==> src/rtl/router_pkg.sv <==
// router_pkg
// Shared definitions for the NoC router slice.
//   - DEFAULT_DATA_WIDTH : flit width used when a block is not overridden.
//   - port_idx_t         : output-port index, same bit order as the arbiter's
//                          Xbar_sel vector (L=4, S=3, W=2, E=1, N=0).
//   - SEL_*              : one-hot versions of the port indices.
//   - port_onehot()      : converts a port index to its one-hot select.
package router_pkg;

  localparam int DEFAULT_DATA_WIDTH = 32;
  localparam int NUM_PORTS          = 5;

  typedef enum logic [2:0] {
    PORT_N = 3'd0,
    PORT_E = 3'd1,
    PORT_W = 3'd2,
    PORT_S = 3'd3,
    PORT_L = 3'd4
  } port_idx_t;

  localparam logic [NUM_PORTS-1:0] SEL_N = 5'b00001;
  localparam logic [NUM_PORTS-1:0] SEL_E = 5'b00010;
  localparam logic [NUM_PORTS-1:0] SEL_W = 5'b00100;
  localparam logic [NUM_PORTS-1:0] SEL_S = 5'b01000;
  localparam logic [NUM_PORTS-1:0] SEL_L = 5'b10000;

  function automatic logic [NUM_PORTS-1:0] port_onehot(input port_idx_t p);
    return SEL_N << p;
  endfunction

endpackage

==> src/rtl/fifo_storage.sv <==
// fifo_storage
// Flit register array for the input FIFO: one synchronous write port and one
// asynchronous read port. A synchronous reset clears every slot so that the
// read port shows zero straight after reset.
//   clk      in   clock
//   rst      in   synchronous active-high reset, clears all slots
//   wr_en    in   write strobe
//   wr_addr  in   write slot index
//   wr_data  in   flit to store
//   rd_addr  in   read slot index
//   rd_data  out  flit at rd_addr (combinational)
import router_pkg::*;

module fifo_storage #(
  parameter int DATA_WIDTH = DEFAULT_DATA_WIDTH,
  parameter int DEPTH      = 4,
  parameter int ADDR_W     = $clog2(DEPTH)
) (
  input  logic                  clk,
  input  logic                  rst,
  input  logic                  wr_en,
  input  logic [ADDR_W-1:0]     wr_addr,
  input  logic [DATA_WIDTH-1:0] wr_data,
  input  logic [ADDR_W-1:0]     rd_addr,
  output logic [DATA_WIDTH-1:0] rd_data
);

  logic [DATA_WIDTH-1:0] mem [DEPTH];

  // Reset wins over a write so a flit presented in the reset cycle is dropped.
  always_ff @(posedge clk) begin
    if (rst) begin
      for (int i = 0; i < DEPTH; i++) begin
        mem[i] <= '0;
      end
    end else if (wr_en) begin
      mem[wr_addr] <= wr_data;
    end
  end

  assign rd_data = mem[rd_addr];

endmodule

==> src/rtl/input_fifo.sv <==
// input_fifo
// Per-port input buffer of the NoC router. Flits arrive over the RTS/CTS link
// handshake and are kept in a small circular buffer; the head flit is shown to
// the crossbar and popped when any output arbiter grants this input.
//   clk        in   clock
//   rst        in   synchronous active-high reset
//   RX         in   incoming flit, valid while DRTS is high
//   DRTS       in   upstream request-to-send
//   read_en_N/E/W/S/L  in  pop requests from the five output arbiters
//   CTS        out  registered clear-to-send, one-cycle pulse per accepted flit
//   Data_out   out  head flit (combinational from storage at rd_ptr)
//   empty      out  occupancy is zero
//   full       out  occupancy equals DEPTH
// DEPTH must be a power of two and at least 2 so the pointers wrap naturally.
import router_pkg::*;

module input_fifo #(
  parameter int DATA_WIDTH = DEFAULT_DATA_WIDTH,
  parameter int DEPTH      = 4
) (
  input  logic                  clk,
  input  logic                  rst,
  input  logic [DATA_WIDTH-1:0] RX,
  input  logic                  DRTS,
  input  logic                  read_en_N,
  input  logic                  read_en_E,
  input  logic                  read_en_W,
  input  logic                  read_en_S,
  input  logic                  read_en_L,
  output logic                  CTS,
  output logic [DATA_WIDTH-1:0] Data_out,
  output logic                  empty,
  output logic                  full
);

  localparam int PTR_W = $clog2(DEPTH);
  localparam int CNT_W = PTR_W + 1;

  logic [PTR_W-1:0]     rd_ptr;
  logic [PTR_W-1:0]     wr_ptr;
  logic [CNT_W-1:0]     count;
  logic                 cts_ff;
  logic                 cts_in;
  logic                 write_en;
  logic                 read_en;
  logic [NUM_PORTS-1:0] read_req;

  assign read_req[PORT_N] = read_en_N;
  assign read_req[PORT_E] = read_en_E;
  assign read_req[PORT_W] = read_en_W;
  assign read_req[PORT_S] = read_en_S;
  assign read_req[PORT_L] = read_en_L;

  assign empty = (count == '0);
  assign full  = (count == CNT_W'(DEPTH));

  // A flit is accepted only when no acknowledge is in flight; this keeps CTS
  // from ever being high two cycles running. full comes from the registered
  // count, so a pop in the same cycle cannot open the door for a write.
  assign cts_in   = ~cts_ff & DRTS & ~full;
  assign write_en = DRTS & cts_in;

  // Several grants at once are illegal but collapse to a single pop.
  assign read_en = (|read_req) & ~empty;

  assign CTS = cts_ff;

  // Handshake register, pointers and occupancy. Pointers are log2(DEPTH)
  // wide so they wrap from DEPTH-1 to 0 without extra logic.
  always_ff @(posedge clk) begin
    if (rst) begin
      cts_ff <= 1'b0;
      rd_ptr <= '0;
      wr_ptr <= '0;
      count  <= '0;
    end else begin
      cts_ff <= cts_in;
      if (write_en) begin
        wr_ptr <= wr_ptr + 1'b1;
      end
      if (read_en) begin
        rd_ptr <= rd_ptr + 1'b1;
      end
      if (write_en && !read_en) begin
        count <= count + 1'b1;
      end else if (read_en && !write_en) begin
        count <= count - 1'b1;
      end
    end
  end

  fifo_storage #(
    .DATA_WIDTH (DATA_WIDTH),
    .DEPTH      (DEPTH)
  ) u_storage (
    .clk     (clk),
    .rst     (rst),
    .wr_en   (write_en),
    .wr_addr (wr_ptr),
    .wr_data (RX),
    .rd_addr (rd_ptr),
    .rd_data (Data_out)
  );

endmodule

==> config.mk <==
export PLATFORM = sky130hd
export DESIGN_NAME = input_fifo
export DESIGN_NICKNAME = d
export VERILOG_FILES = /design/src/rtl/router_pkg.sv /design/src/rtl/fifo_storage.sv /design/src/rtl/input_fifo.sv
export SDC_FILE = /design/constraint.sdc
export NUM_CORES = 1
export LEC_CHECK = 0
export ABC_AREA = 1
export BUFFER_PORTS_ARGS = -buffer_cell sky130_fd_sc_hd__buf_2
export CORE_UTILIZATION = 53
export DETAILED_ROUTE_END_ITERATION = 12
export HOLD_SLACK_MARGIN = 0.05
export PLACE_DENSITY = 0.76
export SYNTH_ARGS = -nofsm -noshare
export SYNTH_HDL_FRONTEND = slang
export SYNTH_HIERARCHICAL = 1
export SYNTH_SLANG_ARGS = --single-unit
==> constraint.sdc <==
create_clock -name clk -period 3.4 [get_ports clk]
set_input_delay 0.51 -clock clk [delete_from_list [all_inputs] [get_ports clk]]
set_output_delay 0.51 -clock clk [all_outputs]
set_load 0.005 [all_outputs]
==> summary.txt <==
Run status
  • Status: completed

Floorplanning
  • I/O pins: 75
  • Die area: 12,800 µm²
  • Starting Density: 54.5%
  • Die H: 113 µm
  • Die X: 113 µm
  • Rows: 40
  • Core Box Area: 12,100 µm²

STA
  • Max_slew headroom: 21.9%
  • Slew Limit Fails: 0
  • Max Freq: 0.383 GHz
  • RSZ-0062 raised after global routing: no
  • Finish-stage setup viols: 0
  • Clock period minus worst slack: 2.61 ns
  • Slew @ Worst Pin: 1.17 ns
  • Post-Route Setup TNS: 0 ns
  • Final Hold Fails: 0
  • Worst clock skew: 0.00841 ns
  • Tcrit/Tclk final: 76.8%

Clock network
  • Skew-Pair Late Insertion Delay: 0.42 ns
  • CTS tree: built
  • H-tree depth: 4
  • Reg clk slew, reported paths: 0.05 ns
  • Hold_buf cts: 0
  • Root Buffer: clkbuf_16
  • # resized after CTS: 0
  • Clock Tree Buf Depth: 2
  • Postcts setup bufs: 0
  • Sink Count: 136
  • CTS Buf Count: 17

Finish
  • Final nets: 863
  • Synth-to-Final Area Change: 17.3%
  • Layout cells sized above 1: 16.7%
  • Most frequent cells in the layout: 175 x nand2_1, 171 x inv_1, 128 x edfxtp_1, 104 x nor2_1, 74 x buf_2
  • Antenna diodes: 0
  • Commonest non-fill, non-tap cell in the layout: nand2_1

Synthesis
  • Main flop type after synthesis: edfxtp_1
  • Net Count, Synth: 793
  • Unique masters post-synth: 23
  • Asr flop ratio synth: 0%
  • Synthesized flop and latch total: 136
  • Post-Syn Area: 6570 µm²
  • Seq/Total Area, Yosys: 60.9%
  • Synth warnings: 6
  • Cells after synthesis: 751
  • Mapped Avg Cell Area: 8.75 µm²
  • EDFF count, synth: 128

Setup path
  • Setup CP Type: flop to output pin
  • CP Max Fanout: 64
  • Data arrival, critical path: 2.10 ns
  • Crit start category: flop
  • CP required: 2.89 ns
  • Flop2flop setup slack: 1.38 ns
  • Critical Path End Type: output pin

Drt
  • DRC violations left: 0
  • Via-to-Cell Ratio: 4.96
  • Routed WL per cell: 14.3 µm
  • Routed via count: 4,966
  • Routed WL: 14,300 µm
  • Antenna Violating Nets Remaining: 0
  • Drt initial violations: 413
  • First drt pass iteration count: 4

Global route
  • Gr ovfl total: 0
  • Vias in the first global route: 4,855
  • Largest net degree at the start of global routing: 68
  • First-pass GRT wire length: 23,000 µm
  • GRT Util Overall: 23.5%
  • Initial antenna violation count: 0

Power and ir drop
  • Power Density: 731 nW/µm²
  • Worst VDD drop: 0.368 mV
  • Tot Pwr: 5630 µW
  • Logic pwr share: 30.7%
  • Leakage power: 0.00371 µW
  • Net Sw Frac: 33.3%
  • Clk network pwr share: 32.2%
  • Seq pwr share: 37.0%
  • NetSw: 1880 µW
  • P_int: 3760 µW

Placed design
  • Placer Congestion: 0.748
  • Port Buf Inserts: 74
  • Post-DP HPWL: 8220 µm

Run
  • MaxCap Viol Count: 0

Hold path
  • Hold Path Class: input port to flop
[cell families after synthesis]
group           after synthesis  share of synthesized area (%)
flops                       136                           60.9
compound gates                9                          0.743
fa+ha+maj                     2                          0.495
xor+xnor                      1                          0.133
simple gates                389                           24.9
buf+inv                     214                           12.8
[sequential cells by signal, summed over array words and instances (netlist names)]
signal,cells
u_storage/mem,128
count,3
rd_ptr,2
wr_ptr,2
CTS,1
[cell usage after synthesis, types with 2 or more instances]
cell type	count	share of area, %
a21oi_1	4	0.30
buf_2	27	2.1
clkbuf_1	8	0.46
dfxtp_1	8	2.4
edfxtp_1	128	59
inv_1	171	9.8
inv_2	6	0.34
nand2_1	175	10
nand2_2	2	0.19
nand3_1	67	5.1
nand3_2	5	0.76
nor2_1	104	5.9
nor2_2	3	0.29
nor3_1	32	2.4
o21ai_0	3	0.23
[layer usage]
metal	track usage, %	routed length [µm]	up-vias
li1	-	-	2440
met1	28.9	5880	2324
met2	40.6	7360	178
met3	5.14	833	24
met4	9.04	257	0
met5	0	0	-
[through the flow]
stage	utilization, %	cell area, µm²	setup slack (ns)	instances	hold WS [ns]
floorplan	-	6570	0.662	751	0.456
global placement	59.1	7130	1.26	970	0.488
detailed placement	59.1	7130	1.21	970	0.519
CTS	63.9	7710	0.771	1001	0.352
global route	63.9	7710	0.591	1001	0.364
finish	63.9	7710	0.789	1001	0.367
[final cells by class]
class                   count  area [µm²]
fillers                   973        4350
flip-flops and latches    136        4010
multi-input cells         401        1740
inverters                 179         676
repair buffers             86         498
clock buffers              17         425
well taps                 168         210
clock inverters            14         159
[critical path: stages (launching register included)]
cell and delay (ns):
dfxtp_2 0.32, inv_2 0.82, nand2_1 0.14, nand3_1 0.17
nand2_1 0.08, buf_2 0.13
[power groups by stage]
stage / Combinational (µW) / Sequential, µW / Clock, µW
after floorplan: 1100 / 2110 / 0
after global placement: 1680 / 2110 / 0
after detailed placement: 1730 / 2120 / 0
after CTS: 1750 / 2090 / 1830
after global routing: 1960 / 2100 / 1900
final: 1730 / 2090 / 1820
[final timing paths]
kind             start  cells past startpoint              endpoint
max          rd_ptr[0]                      5          Data_out[30]
min                rst                      2             wr_ptr[1]
max reg2reg   count[1]                      9  u_storage/mem[0][17]
min reg2reg   count[1]                      2              count[1]
Power figures use the tool's default switching activity.
